File: src/rtl/tmds_pkg.sv
// tmds_pkg: shared TMDS control tokens, word type and alignment states.
// Used by the receive-side channel decoder and the transmit-side encoder.
package tmds_pkg;
  typedef logic [9:0] tmds_word_t;
  typedef enum logic [1:0] {SEARCH, SETTLE, LOCKED} align_state_t;
  localparam tmds_word_t CTRL_00 = 10'h354;
  localparam tmds_word_t CTRL_01 = 10'h0AB;
  localparam tmds_word_t CTRL_10 = 10'h154;
  localparam tmds_word_t CTRL_11 = 10'h2AB;
endpackage

File: src/rtl/tmds_word_decode.sv
// tmds_word_decode: combinational decode of one 10-bit TMDS word.
//  din     in  10  TMDS word, din[0] first bit on the wire
//  is_ctrl out 1   word is one of the four control tokens
//  c1c0    out 2   control bits carried by the token (0 for data words)
//  dout    out 8   decoded pixel byte (0 for control tokens)
module tmds_word_decode
  import tmds_pkg::*;
(
  input  logic [9:0] din,
  output logic       is_ctrl,
  output logic [1:0] c1c0,
  output logic [7:0] dout
);
  logic [7:0] q;
  logic [7:0] data;
  always_comb begin
    q = din[9] ? ~din[7:0] : din[7:0];
    data = '0;
    data[0] = q[0];
    for (int i = 1; i < 8; i++) data[i] = din[8] ? q[i] ^ q[i-1] : ~(q[i] ^ q[i-1]);
    is_ctrl = (din == CTRL_00) || (din == CTRL_01) || (din == CTRL_10) || (din == CTRL_11);
    c1c0 = (din == CTRL_01) ? 2'b01 : (din == CTRL_10) ? 2'b10 : (din == CTRL_11) ? 2'b11 : 2'b00;
    dout = is_ctrl ? 8'h00 : data;
  end
endmodule

File: src/rtl/tmds_channel_decoder.sv
// tmds_channel_decoder: per-channel TMDS word alignment (bitslip search) and decode.
//  clk      in  1   pixel clock
//  rst      in  1   asynchronous active-high reset
//  din      in  10  deserialized word, din[0] first bit on the wire
//  dout     out 8   decoded pixel data (valid when de=1)
//  c0, c1   out 1   control bits (hold last control value during data)
//  de       out 1   data enable
//  bitslip  out 1   one-cycle request to shift deserializer framing by one bit
//  locked   out 1   word alignment achieved
//  slip_cnt out 4   slips issued since last lock/reset, wraps 9->0
module tmds_channel_decoder
  import tmds_pkg::*;
#(
  parameter int CTRL_RUN    = 128,
  parameter int TIMEOUT     = 4096,
  parameter int SLIP_SETTLE = 8
) (
  input  logic       clk,
  input  logic       rst,
  input  logic [9:0] din,
  output logic [7:0] dout,
  output logic       c0,
  output logic       c1,
  output logic       de,
  output logic       bitslip,
  output logic       locked,
  output logic [3:0] slip_cnt
);
  localparam int RW = $clog2(CTRL_RUN + 1);
  localparam int TW = $clog2(TIMEOUT + 1);
  localparam int SW = $clog2(SLIP_SETTLE + 1);
  localparam logic [RW-1:0] RUN_MAX     = RW'(CTRL_RUN);
  localparam logic [TW-1:0] TMO_MAX     = TW'(TIMEOUT);
  localparam logic [TW-1:0] TMO_LAST    = TW'(TIMEOUT - 1);
  localparam logic [SW-1:0] SETTLE_LAST = SW'(SLIP_SETTLE - 1);

  align_state_t    state_q, state_d;
  tmds_word_t      din_q;
  logic [RW-1:0]   run_q, run_d;
  logic [TW-1:0]   tmo_q, tmo_d;
  logic [SW-1:0]   settle_q, settle_d;
  logic [3:0]      slip_cnt_q, slip_cnt_d;
  logic            bitslip_q, bitslip_d;
  logic [7:0]      dout_q, dout_d;
  logic            de_q, de_d;
  logic [1:0]      c_q, c_d;
  logic [1:0]      c_hold_q, c_hold_d;
  logic            is_ctrl;
  logic [1:0]      dec_c;
  logic [7:0]      dec_dout;
  logic [RW-1:0]   run_inc;
  logic [TW-1:0]   tmo_inc;
  logic            timeout;
  logic            pass;

  tmds_word_decode u_dec (
    .din     (din_q),
    .is_ctrl (is_ctrl),
    .c1c0    (dec_c),
    .dout    (dec_dout)
  );

  always_comb begin
    run_inc = (run_q == RUN_MAX) ? run_q : run_q + RW'(1);
    tmo_inc = (tmo_q == TMO_MAX) ? tmo_q : tmo_q + TW'(1);
    timeout = !is_ctrl && (tmo_q >= TMO_LAST);
    state_d = state_q;
    run_d = '0;
    tmo_d = '0;
    settle_d = '0;
    slip_cnt_d = slip_cnt_q;
    bitslip_d = 1'b0;
    unique case (state_q)
      SEARCH: begin
        run_d = is_ctrl ? run_inc : '0;
        tmo_d = is_ctrl ? '0 : tmo_inc;
        // a token on the timeout cycle clears tmo_cnt, so it always wins over the slip
        if (is_ctrl && run_inc == RUN_MAX) begin
          state_d = LOCKED;
          slip_cnt_d = '0;
          run_d = '0;
        end else if (timeout) begin
          state_d = SETTLE;
          bitslip_d = 1'b1;
          slip_cnt_d = (slip_cnt_q == 4'd9) ? 4'd0 : slip_cnt_q + 4'd1;
          tmo_d = '0;
        end
      end
      SETTLE: begin
        settle_d = settle_q + SW'(1);
        if (settle_q >= SETTLE_LAST) begin
          state_d = SEARCH;
          settle_d = '0;
        end
      end
      LOCKED: begin
        tmo_d = is_ctrl ? '0 : tmo_inc;
        // loss of lock goes back to SEARCH without slipping; framing may still be right
        if (timeout) begin
          state_d = SEARCH;
          tmo_d = '0;
        end
      end
      default: state_d = SEARCH;
    endcase
    // gate with the next state so outputs open/close on the same edge locked changes
    pass = (state_d == LOCKED);
    c_hold_d = is_ctrl ? dec_c : c_hold_q;
    dout_d = pass ? dec_dout : 8'h00;
    de_d = pass && !is_ctrl;
    c_d = pass ? c_hold_d : 2'b00;
  end

  always_ff @(posedge clk or posedge rst) begin
    if (rst) begin
      state_q <= SEARCH;
      din_q <= '0;
      run_q <= '0;
      tmo_q <= '0;
      settle_q <= '0;
      slip_cnt_q <= '0;
      bitslip_q <= 1'b0;
      dout_q <= '0;
      de_q <= 1'b0;
      c_q <= '0;
      c_hold_q <= '0;
    end else begin
      state_q <= state_d;
      din_q <= din;
      run_q <= run_d;
      tmo_q <= tmo_d;
      settle_q <= settle_d;
      slip_cnt_q <= slip_cnt_d;
      bitslip_q <= bitslip_d;
      dout_q <= dout_d;
      de_q <= de_d;
      c_q <= c_d;
      c_hold_q <= c_hold_d;
    end
  end

  assign dout = dout_q;
  assign de = de_q;
  assign c1 = c_q[1];
  assign c0 = c_q[0];
  assign bitslip = bitslip_q;
  assign locked = (state_q == LOCKED);
  assign slip_cnt = slip_cnt_q;
endmodule
File: config.mk
export PLATFORM = sky130hd
export DESIGN_NAME = tmds_channel_decoder
export DESIGN_NICKNAME = d
export VERILOG_FILES = /design/src/rtl/tmds_pkg.sv /design/src/rtl/tmds_word_decode.sv /design/src/rtl/tmds_channel_decoder.sv
export SDC_FILE = /design/constraint.sdc
export NUM_CORES = 1
export LEC_CHECK = 0
export CAP_MARGIN = 25
export CORE_ASPECT_RATIO = 2
export CORE_UTILIZATION = 56
export CTS_BUF_LIST = sky130_fd_sc_hd__clkbuf_16
export CTS_CLUSTER_DIAMETER = 30
export DETAILED_ROUTE_END_ITERATION = 10
export GPL_TIMING_DRIVEN = 0
export PLACE_DENSITY = 0.79
export SLEW_MARGIN = 10
export SYNTH_ARGS = -nofsm -noshare
export SYNTH_HDL_FRONTEND = slang
export SYNTH_SLANG_ARGS = --single-unit
File: constraint.sdc
create_clock -name clk -period 2.5 [get_ports clk]
set_input_delay 0.5 -clock clk [delete_from_list [all_inputs] [get_ports clk]]
set_output_delay 0.5 -clock clk [all_outputs]
set_load 0.01 [all_outputs]
==> metrics.yaml, run 1 <==
status:
  outcome: "complete, no violations"
clocking:
  postCtsSetupBuffers: 0
  clkSinkCount: 55
  postCtsHoldBufs: 0
  cts.path.max_buffers: 2
  clockRootBuffer: "clkbuf_16"
  cts-buffers-inserted: 5
  cts_tree: "built"
  ctsResizeCount: 0
  clk_latency_ns: 0.29
  h-tree-depth: 2
  path_clk_slew_ns: 0.07
place:
  dpl_cell_area_um2: 3050
  port_buffers: 28
  place_congestion: 0.769
  hpwlAfterDp_mm: 3.62
  dpl.cell_count: 333
synthesis:
  ys_seq_area_share_pct: 51.4
  synth_top_area_share_pct: 51.4
  yosys.area_share.adder_pct: 3.27
  yosys.area_share.simple_pct: 22.3
  synth_area_leaders: "dfrtp_1 51%, xnor2_1 6.5%, nor2_1 5.0%, ha_1 3.3%, xor2_1 2.9%"
  postSynth.asyncResetShare_pct: 100
  synthCells: 249
  synth-seq-cells: 55
  synth_top_family_by_area: "simple AND/OR/NAND/NOR gates"
  synthMuxAreaShare_pct: 0.794
  synth_cell_types: 54
  synth-compound-area-share_pct: 9.35
  dominantRegCellSynth: "dfrtp_1"
  synth_edf_count: 0
  yosysWarnings: 0
  syn_area_per_cell_um2: 10.8
  synth_xor_area_share_pct: 9.49
  synth_top_cell_by_area: "dfrtp_1"
  synthesis.nets: 268
  syn_area_um2: 2680
detailed_routing:
  detail_route.wirelength_mm: 4.80
  wire_per_inst_um: 14.1
  drc: 0
  viasPerCell: 5.51
  num_vias: 1880
  antenna_left: 0
  drt_iter0_drc: 52
  drt_first_pass_iters: 4
timing:
  finalClockSkew_ns: 0.00794
  timing.hold.ws_ns: 0.465
  worstMarginPinSlew_ns: 0.532
  fmax_mhz: 460
  fin_crit_ns: 2.17
  setup_tns_ns: 0
  rsz0062_at_grt: "no"
  finalCritPeriodShare_pct: 87.0
  relSlewSlack_pct: 64.2
  hold_viol_final: 0
  slew_viol_final: 0
  setup_viol: 0
critical_path:
  cp-start-kind: "register"
  cp.arrival_ns: 2.37
  critical-path-top-delay-family: "compound AO/OA/AOI/OAI gates"
  cp-end-kind: "register"
  critPathMaxStageDelay_ns: 0.47
  cp.buffers_inverters: 0
  worstPathRequired_ns: 2.70
  critical_path.max_fanout: 6
  crit_chain: "ha_1 > nand3_1 > a2111o_1 > a22oi_2 > nand3_4 > a221oi_2"
  slowest_stage: "dfrtp_1"
  critPathKind: "register to register"
pwr:
  powerDensity_nw_per_um2: 696
  ir_drop_mv: 0.584
  p_leak_nw: 1.38
grt:
  track_usage_pct: 21.9
  grt_pass1_wl_mm: 8.32
  grt_antenna_before_repair: 0
  grt_overflow: 0
  grt_max_degree: 33
  grt_pass1_vias: 1915
die:
  initial_core_util_pct: 58.2
  core-area_um2: 4600
  die_h_um: 99.8
  die_w_um: 50.9
  die_area_um2: 5080
  ios: 29
  rows: 35
finish:
  fin_cells: 341
  syn_to_final_growth_pct: 19.5
  final_layout_size_suffix_gt1_share_pct: 12.2
  nets: 304
  antenna_cells: 0
  stdcell_area_um2: 3200
flow_run:
  drv_cap: 0
min_path:
  hold_path_class: "register to register"
-- report_power, final --
part / internal [mW] / total, mW / switching, mW
clock network: 0.380 / 0.704 / 0.323
logic: 0.231 / 0.478 / 0.247
registers: 0.968 / 1.05 / 0.0774
total: 1.58 / 2.23 / 0.648
-- layout make-up --
type                            count  area [µm²]
Fill cell                         361        1400
Sequential cell                    55        1380
Multi-Input combinational cell    175        1210
Timing Repair Buffer               29         300
Clock buffer                        5         125
Tap cell                           55        68.8
Inverter                           12        45.0
Buffer                              7        41.3
Clock inverter                      3        27.5
-- logic make-up after synthesis --
family / Yosys count
multiplexers: 2
flip-flops: 55
buffers and inverters: 19
other: 1
XOR/XNOR: 29
AO/OA/AOI/OAI: 28
AND/OR/NAND/NOR: 108
adder cells (fa/ha/maj): 7
-- sequential cells by signal, summed over array words and instances, names as in the netlist --
name	flops
dout	8
state_q	2
run_q	8
de	1
c_hold_q	2
tmo_q	13
din_q	10
c_q	2
slip_cnt	4
bitslip	1
settle_q	4
-- metal layers --
layer  part of all wire [%]  GRT usage (%)  wire (µm)  up-vias
li1                       -              -          -      913
met1                     37           21.7       1800      910
met2                     57           41.1       2750       39
met3                    1.7           3.03         81       18
met4                    3.7           12.8        176        0
met5                      0              0          0        -
-- worst paths after layout --
kind / from / end / slack [ns] / cells past startpoint
min in group asynchronous: rst / din_q[6] / 0.56 / 2
max in group asynchronous: rst / slip_cnt[2] / 1.40 / 3
min reg2reg: settle_q[0] / settle_q[0] / 0.47 / 1
max: run_q[1] / c_q[0] / 0.33 / 6
min: settle_q[0] / settle_q[0] / 0.47 / 1
max reg2reg: run_q[1] / c_q[0] / 0.33 / 6
-- placed cells by master (no fill, tap or decap), types with 3 or more instances in the layout --
cell              n
o21ai_0           3
clkdlybuf4s50_1  28
o31ai_1           3
inv_2             3
a21oi_1           6
nor3_1            6
inv_1             9
nand3_1           9
buf_2             3
clkbuf_16         5
nand2_1          19
nor4_1            3
nor2_2            4
nand3b_1          3
xor2_1            9
xnor2_1          20
nor2_1           36
a31o_1            3
ha_1              7
nand4_1           3
dfrtp_1          55
and3_1            3
-- synthesized netlist by cell type (4+ instances only) --
cell	instances
dfrtp_1	55
nor2_1	36
xnor2_1	20
nand2_1	19
inv_1	10
nand3_1	9
xor2_1	9
ha_1	7
a21oi_1	6
nor3_1	6
nor2_2	4
-- metrics by stage --
stage | util (%) | power, mW | setup slack [ns]
2_1_floorplan | - | 1.38 | 0.655
3_3_place_gp | 65.8 | 1.52 | -0.286
4_1_cts | 69.6 | 2.25 | 0.348
5_1_grt | 69.6 | 2.35 | 0.179
6_report | 69.6 | 2.23 | 0.325
3_5_place_dp | 66.3 | 1.54 | 0.380
Note: power is estimated with default switching activity, not from simulation.
==> run 2, diff against run 1 <==
--- a/config.mk
+++ b/config.mk
@@ -6,12 +6,10 @@
 export NUM_CORES = 1
 export LEC_CHECK = 0
 export CAP_MARGIN = 25
-export CORE_ASPECT_RATIO = 2
 export CORE_UTILIZATION = 56
 export CTS_BUF_LIST = sky130_fd_sc_hd__clkbuf_16
 export CTS_CLUSTER_DIAMETER = 30
 export DETAILED_ROUTE_END_ITERATION = 10
-export GPL_TIMING_DRIVEN = 0
 export PLACE_DENSITY = 0.79
 export SLEW_MARGIN = 10
 export SYNTH_ARGS = -nofsm -noshare
==> run 2 against run 1 <==
- global-route usage shrank 1.8 points
- sequential power is essentially flat
- core utilization grew 1.2 points
- power grew 2.2%
- die area shrank 0.34%
- worst hold slack gained 0.0015 ns
- wire length shrank 6.7%
- sequential cell count is the same
- critical path depth is the same
- register-to-register slack gained 0.04 ns
==> metrics.yaml, run 2 (synthesis results as in run 1) <==
timing:
  finalCritPeriodShare_pct: 85.5
  setup_tns_ns: 0
  finalClockSkew_ns: 0.00569
  hold_viol_final: 0
  fin_crit_ns: 2.14
  rsz0062_at_grt: "no"
  setup_viol: 0
  timing.hold.ws_ns: 0.467
  fin_ws_ns: 0.363
  fmax_mhz: 468
  slew_viol_final: 0
finish:
  most-common-layout-cells: "55 x dfrtp_1, 36 x nor2_1, 28 x clkdlybuf4s50_1"
  fin_cells: 332
  top_regs: "tmo_q (13), din_q (10)"
  syn_to_final_growth_pct: 18.2
  fin_util_pct: 70.7
  top_register: "tmo_q"
  seqCellArea_um2: 1380
  largest_reg_flops: 13
  layout_commonest_cell: "dfrtp_1"
  multiInputGateArea_um2: 1210
  fillers: 317
  final_layout_size_suffix_gt1_share_pct: 11.1
  antenna_cells: 0
  nets: 298
place:
  place_congestion: 0.836
  port_buffers: 28
  dpl.cell_count: 324
  hpwlAfterDp_mm: 3.25
  placement.setup.worst_slack_ns: 0.374
status:
  outcome: "complete, no violations"
clocking:
  cts-buffers-inserted: 5
  h-tree-depth: 2
  cts.path.max_buffers: 2
  clockRootBuffer: "clkbuf_16"
  path_clk_slew_ns: 0.07
  postCtsSetupBuffers: 0
  cts_tree: "built"
  clk_latency_ns: 0.28
  clkSinkCount: 55
  postCtsHoldBufs: 0
  ctsResizeCount: 0
grt:
  grt_pass1_wl_mm: 7.96
  track_usage_pct: 20.1
  grt_pass1_vias: 1772
  grt_max_degree: 24
  grt_overflow: 0
  grt_antenna_before_repair: 0
detailed_routing:
  wire_per_inst_um: 13.5
  drt_first_pass_iters: 4
  viasPerCell: 5.51
  drt_iter0_drc: 92
  detail_route.wirelength_mm: 4.48
  antenna_left: 0
  drc: 0
  num_vias: 1828
critical_path:
  r2r-end: "c_q[0]"
  ff2ff_setup_slack_ns: 0.36
  critical_path.max_fanout: 8
  cp-start-kind: "register"
  worstPathRequired_ns: 2.70
  worstRegToRegCells: 6
  r2r-start: "run_q[0]"
  cp-end-kind: "register"
  critPathKind: "register to register"
  cp.arrival_ns: 2.33
die:
  die_area_um2: 5060
  die_w_um: 71.1
  initial_core_util_pct: 59.8
  ios: 29
  die_h_um: 71.1
  core-area_um2: 4470
  rows: 24
min_path:
  min_from: "settle_q[0]"
  worst_hold_path.endpoint: "settle_q[0]"
  min_delay_path_depth: 1
  hold_path_class: "register to register"
pwr:
  ir_drop_mv: 0.690
  p_leak_nw: 1.37
  powerDensity_nw_per_um2: 719
flow_run:
  drv_cap: 0
## run 2: changes by cell type in the layout (fill, tap and decap cells not counted), sizes merged
cell      change
buf           -4
clkbuf        -2
bufinv        +1
clkinv        +1
clkinvlp      -1
inv           -1
## run 2: where the power goes
group          switching (mW)  leakage (nW)  total (mW)  internal, mW
logic                   0.219         0.569       0.438         0.219
clock network           0.303        0.0838       0.775         0.472
registers              0.0950         0.715        1.06         0.969
total                   0.617          1.37        2.28          1.66
## run 2: worst max path at each step
stage / start / endpoint / slack [ns] / cells after the start
5_1_grt: run_q[0] / c_q[0] / 0.19 / 6
3_3_place_gp: run_q[0] / c_q[0] / 0.50 / 6
4_1_cts: run_q[0] / c_q[0] / 0.35 / 6
2_1_floorplan: run_q[1] / c_q[0] / 0.65 / 6
6_report: run_q[0] / c_q[0] / 0.36 / 6
3_5_place_dp: run_q[0] / c_q[0] / 0.37 / 6
## run 2: critical path: stages, from the launching register on
cell and delay [ns]:
dfrtp_1 0.48, ha_1 0.26, nand3_1 0.18, a2111o_1 0.44, a22oi_2 0.24, nand3_4 0.16, a221oi_2 0.29
## run 2: layer usage
metal / part of all wire, % / GRT usage (%) / up-vias
met1: 45 / 25.9 / 898
met3: 2.6 / 4.70 / 2
li1: - / - / 899
met2: 52 / 33.8 / 29
met5: 0 / 0 / -
met4: 0.60 / 6.00 / 0
## run 2: per-stage QoR
step | power [mW] | cell area, µm²
floorplan | 1.38 | 2680
global placement | 1.51 | 3000
detailed placement | 1.52 | 3000
CTS | 2.29 | 3170
global route | 2.40 | 3170
finish | 2.28 | 3170
## run 2: cell type report
| type | count | share of cell area, % |
|---|---|---|
| timing repair buffer | 30 | 9.33 |
| sequential | 55 | 43.5 |
| inverter | 12 | 1.42 |
| clock inverter | 3 | 1.38 |
| tap | 52 | 2.06 |
| multi-input combinational | 175 | 38.4 |
| clock buffer | 5 | 3.95 |
==> run 3, diff against run 2 <==
--- a/config.mk
+++ b/config.mk
@@ -5,6 +5,7 @@
 export SDC_FILE = /design/constraint.sdc
 export NUM_CORES = 1
 export LEC_CHECK = 0
+export ABC_AREA = 1
 export CAP_MARGIN = 25
 export CORE_UTILIZATION = 56
 export CTS_BUF_LIST = sky130_fd_sc_hd__clkbuf_16
==> run 3 against run 2 <==
- area after synthesis rose by 3.1%
- synthesized cell count is 29% higher
- non-clock buffer count down 1
==> metrics.yaml, run 3 <==
pwr:
  ir_drop_mv: 0.559
  p_leak_nw: 1.58
  power.total_mw: 2.29
  powerDensity_nw_per_um2: 690
synthesis:
  synthTopCellsByCount: "70 x nand2_1, 55 x dfrtp_1, 48 x nor2_1"
  synthCells: 321
  synth_top_family_by_area: "simple AND/OR/NAND/NOR gates"
  synth_top_cell_by_area: "dfrtp_1"
  synth_cell_types: 37
  yosysWarnings: 0
  synth_xor_area_share_pct: 4.12
  postSynth.asyncResetShare_pct: 100
  yosys.area_share.adder_pct: 3.17
  ys_seq_area_share_pct: 49.8
  synth_area_leaders: "dfrtp_1 50%, nand2_1 9.5%, nor2_1 6.5%, inv_1 4.6%, nand3_1 4.0%"
  yosysMostFrequentCell: "nand2_1"
  syn_area_um2: 2760
  synth-seq-cells: 55
  syn_area_per_cell_um2: 8.60
  synthMuxAreaShare_pct: 0
  synth_edf_count: 0
  synth-compound-area-share_pct: 5.57
  dominantRegCellSynth: "dfrtp_1"
  synthesis.nets: 340
  synth_top_area_share_pct: 49.8
  yosys.area_share.simple_pct: 31.0
grt:
  grt_antenna_before_repair: 0
  track_usage_pct: 21.2
  grt_pass1_wl_mm: 8.45
  grt_overflow: 0
  grt_max_degree: 56
  grt_pass1_vias: 2063
finish:
  nets: 376
  layout_commonest_cell: "nand2_1"
  syn_to_final_growth_pct: 20.0
  top_register: "tmo_q"
  largest_reg_flops: 13
  seqCellArea_um2: 1380
  antenna_cells: 0
  most-common-layout-cells: "70 x nand2_1, 55 x dfrtp_1, 48 x nor2_1"
  fillers: 383
  fin_cells: 425
  top_regs: "tmo_q (13), din_q (10)"
  final_layout_size_suffix_gt1_share_pct: 12.6
  multiInputGateArea_um2: 1210
timing:
  finalClockSkew_ns: 0.00748
  setup_tns_ns: 0
  fin_ws_ns: 0.412
  finalCritPeriodShare_pct: 83.5
  slew_viol_final: 0
  fmax_mhz: 479
  rsz0062_at_grt: "no"
  timing.hold.ws_ns: 0.463
  fin_crit_ns: 2.09
  hold_viol_final: 0
  setup_viol: 0
detailed_routing:
  wire_per_inst_um: 11.6
  viasPerCell: 4.86
  drt_first_pass_iters: 4
  drc: 0
  maxUsedRoutingLayer: "met4"
  detail_route.wirelength_mm: 4.92
  antenna_left: 0
  num_vias: 2067
  route.met3.wl_um: 126
  drt_iter0_drc: 95
  met1_length_mm: 2.20
  routed-wl-met2_mm: 2.52
clocking:
  h-tree-depth: 2
  cts.path.max_buffers: 2
  postCtsHoldBufs: 0
  path_clk_slew_ns: 0.06
  ctsResizeCount: 0
  clkSinkCount: 55
  cts_tree: "built"
  postCtsSetupBuffers: 0
  clockRootBuffer: "clkbuf_16"
  clk_latency_ns: 0.30
  cts-buffers-inserted: 5
flow_run:
  drv_cap: 0
critical_path:
  critPathKind: "register to output pin"
  cp.arrival_ns: 1.59
  worstRegToRegCells: 13
  r2r-start: "run_q[0]"
  cp-end-kind: "output pin"
  ff2ff_setup_slack_ns: 0.66
  r2r-end: "slip_cnt[0]"
  worstPathRequired_ns: 2.00
  critical_path.max_fanout: 4
  setup.worst_path.start: "state_q[0]"
  cp-start-kind: "register"
min_path:
  min_from: "settle_q[0]"
  hold_path_class: "register to register"
  min_delay_path_depth: 1
  worst_hold_path.endpoint: "settle_q[0]"
die:
  ios: 29
  die_h_um: 72.2
  die_w_um: 72.2
  initial_core_util_pct: 58.5
  core-area_um2: 4720
  rows: 25
  die_area_um2: 5220
place:
  port_buffers: 28
  placement.setup.worst_slack_ns: 0.693
  hpwlAfterDp_mm: 3.65
  place_congestion: 0.819
  dpl.cell_count: 417
status:
  outcome: "complete, no violations"
[run 3: stage by stage]
| step | instance area [µm²] | utilization, % |
|---|---|---|
| global route | 3310 | 70.1 |
| CTS | 3310 | 70.1 |
| floorplan | 2760 | - |
| global placement | 3150 | 66.6 |
| detailed placement | 3150 | 66.6 |
| finish | 3310 | 70.1 |
[run 3: critical path: stages (launching register included)]
cell and delay, ns:
dfrtp_1 0.46, nor2_1 0.24, clkdlybuf4s50_1 0.59
[run 3: cells by family (layout without fill, tap and decap cells)]
family / count (synthesis) / after routing
XOR/XNOR: 13 / 13
other: 1 / 1
buffers and inverters: 44 / 81
adder cells (fa/ha/maj): 7 / 7
flip-flops: 55 / 55
AO/OA/AOI/OAI: 26 / 26
AND/OR/NAND/NOR: 175 / 175
[run 3: how the worst max path moves through the flow]
stage / to
floorplan: bitslip
global placement: locked
detailed placement: slip_cnt[2]
CTS: locked
global route: locked
finish: locked
[run 3: layout make-up]
| type | instances | area share, % |
|---|---|---|
| Inverter | 44 | 5.14 |
| Clock inverter | 3 | 1.28 |
| Sequential cell | 55 | 41.5 |
| Clock buffer | 5 | 3.78 |
| Tap cell | 67 | 2.53 |
| Multi-Input combinational cell | 222 | 36.7 |
| Timing Repair Buffer | 29 | 9.06 |
[run 3: report_power, final]
part	switching, mW	internal (mW)	total (mW)
clock	0.312	0.473	0.784
combinational	0.239	0.205	0.443
sequential	0.0882	0.971	1.06
total	0.638	1.65	2.29
[run 3: per-layer routing]
layer	GRT usage, %	vias to the layer above
met2	39.0	22
met3	5.00	6
met1	23.7	959
met4	7.84	0
met5	0	-
li1	-	1080
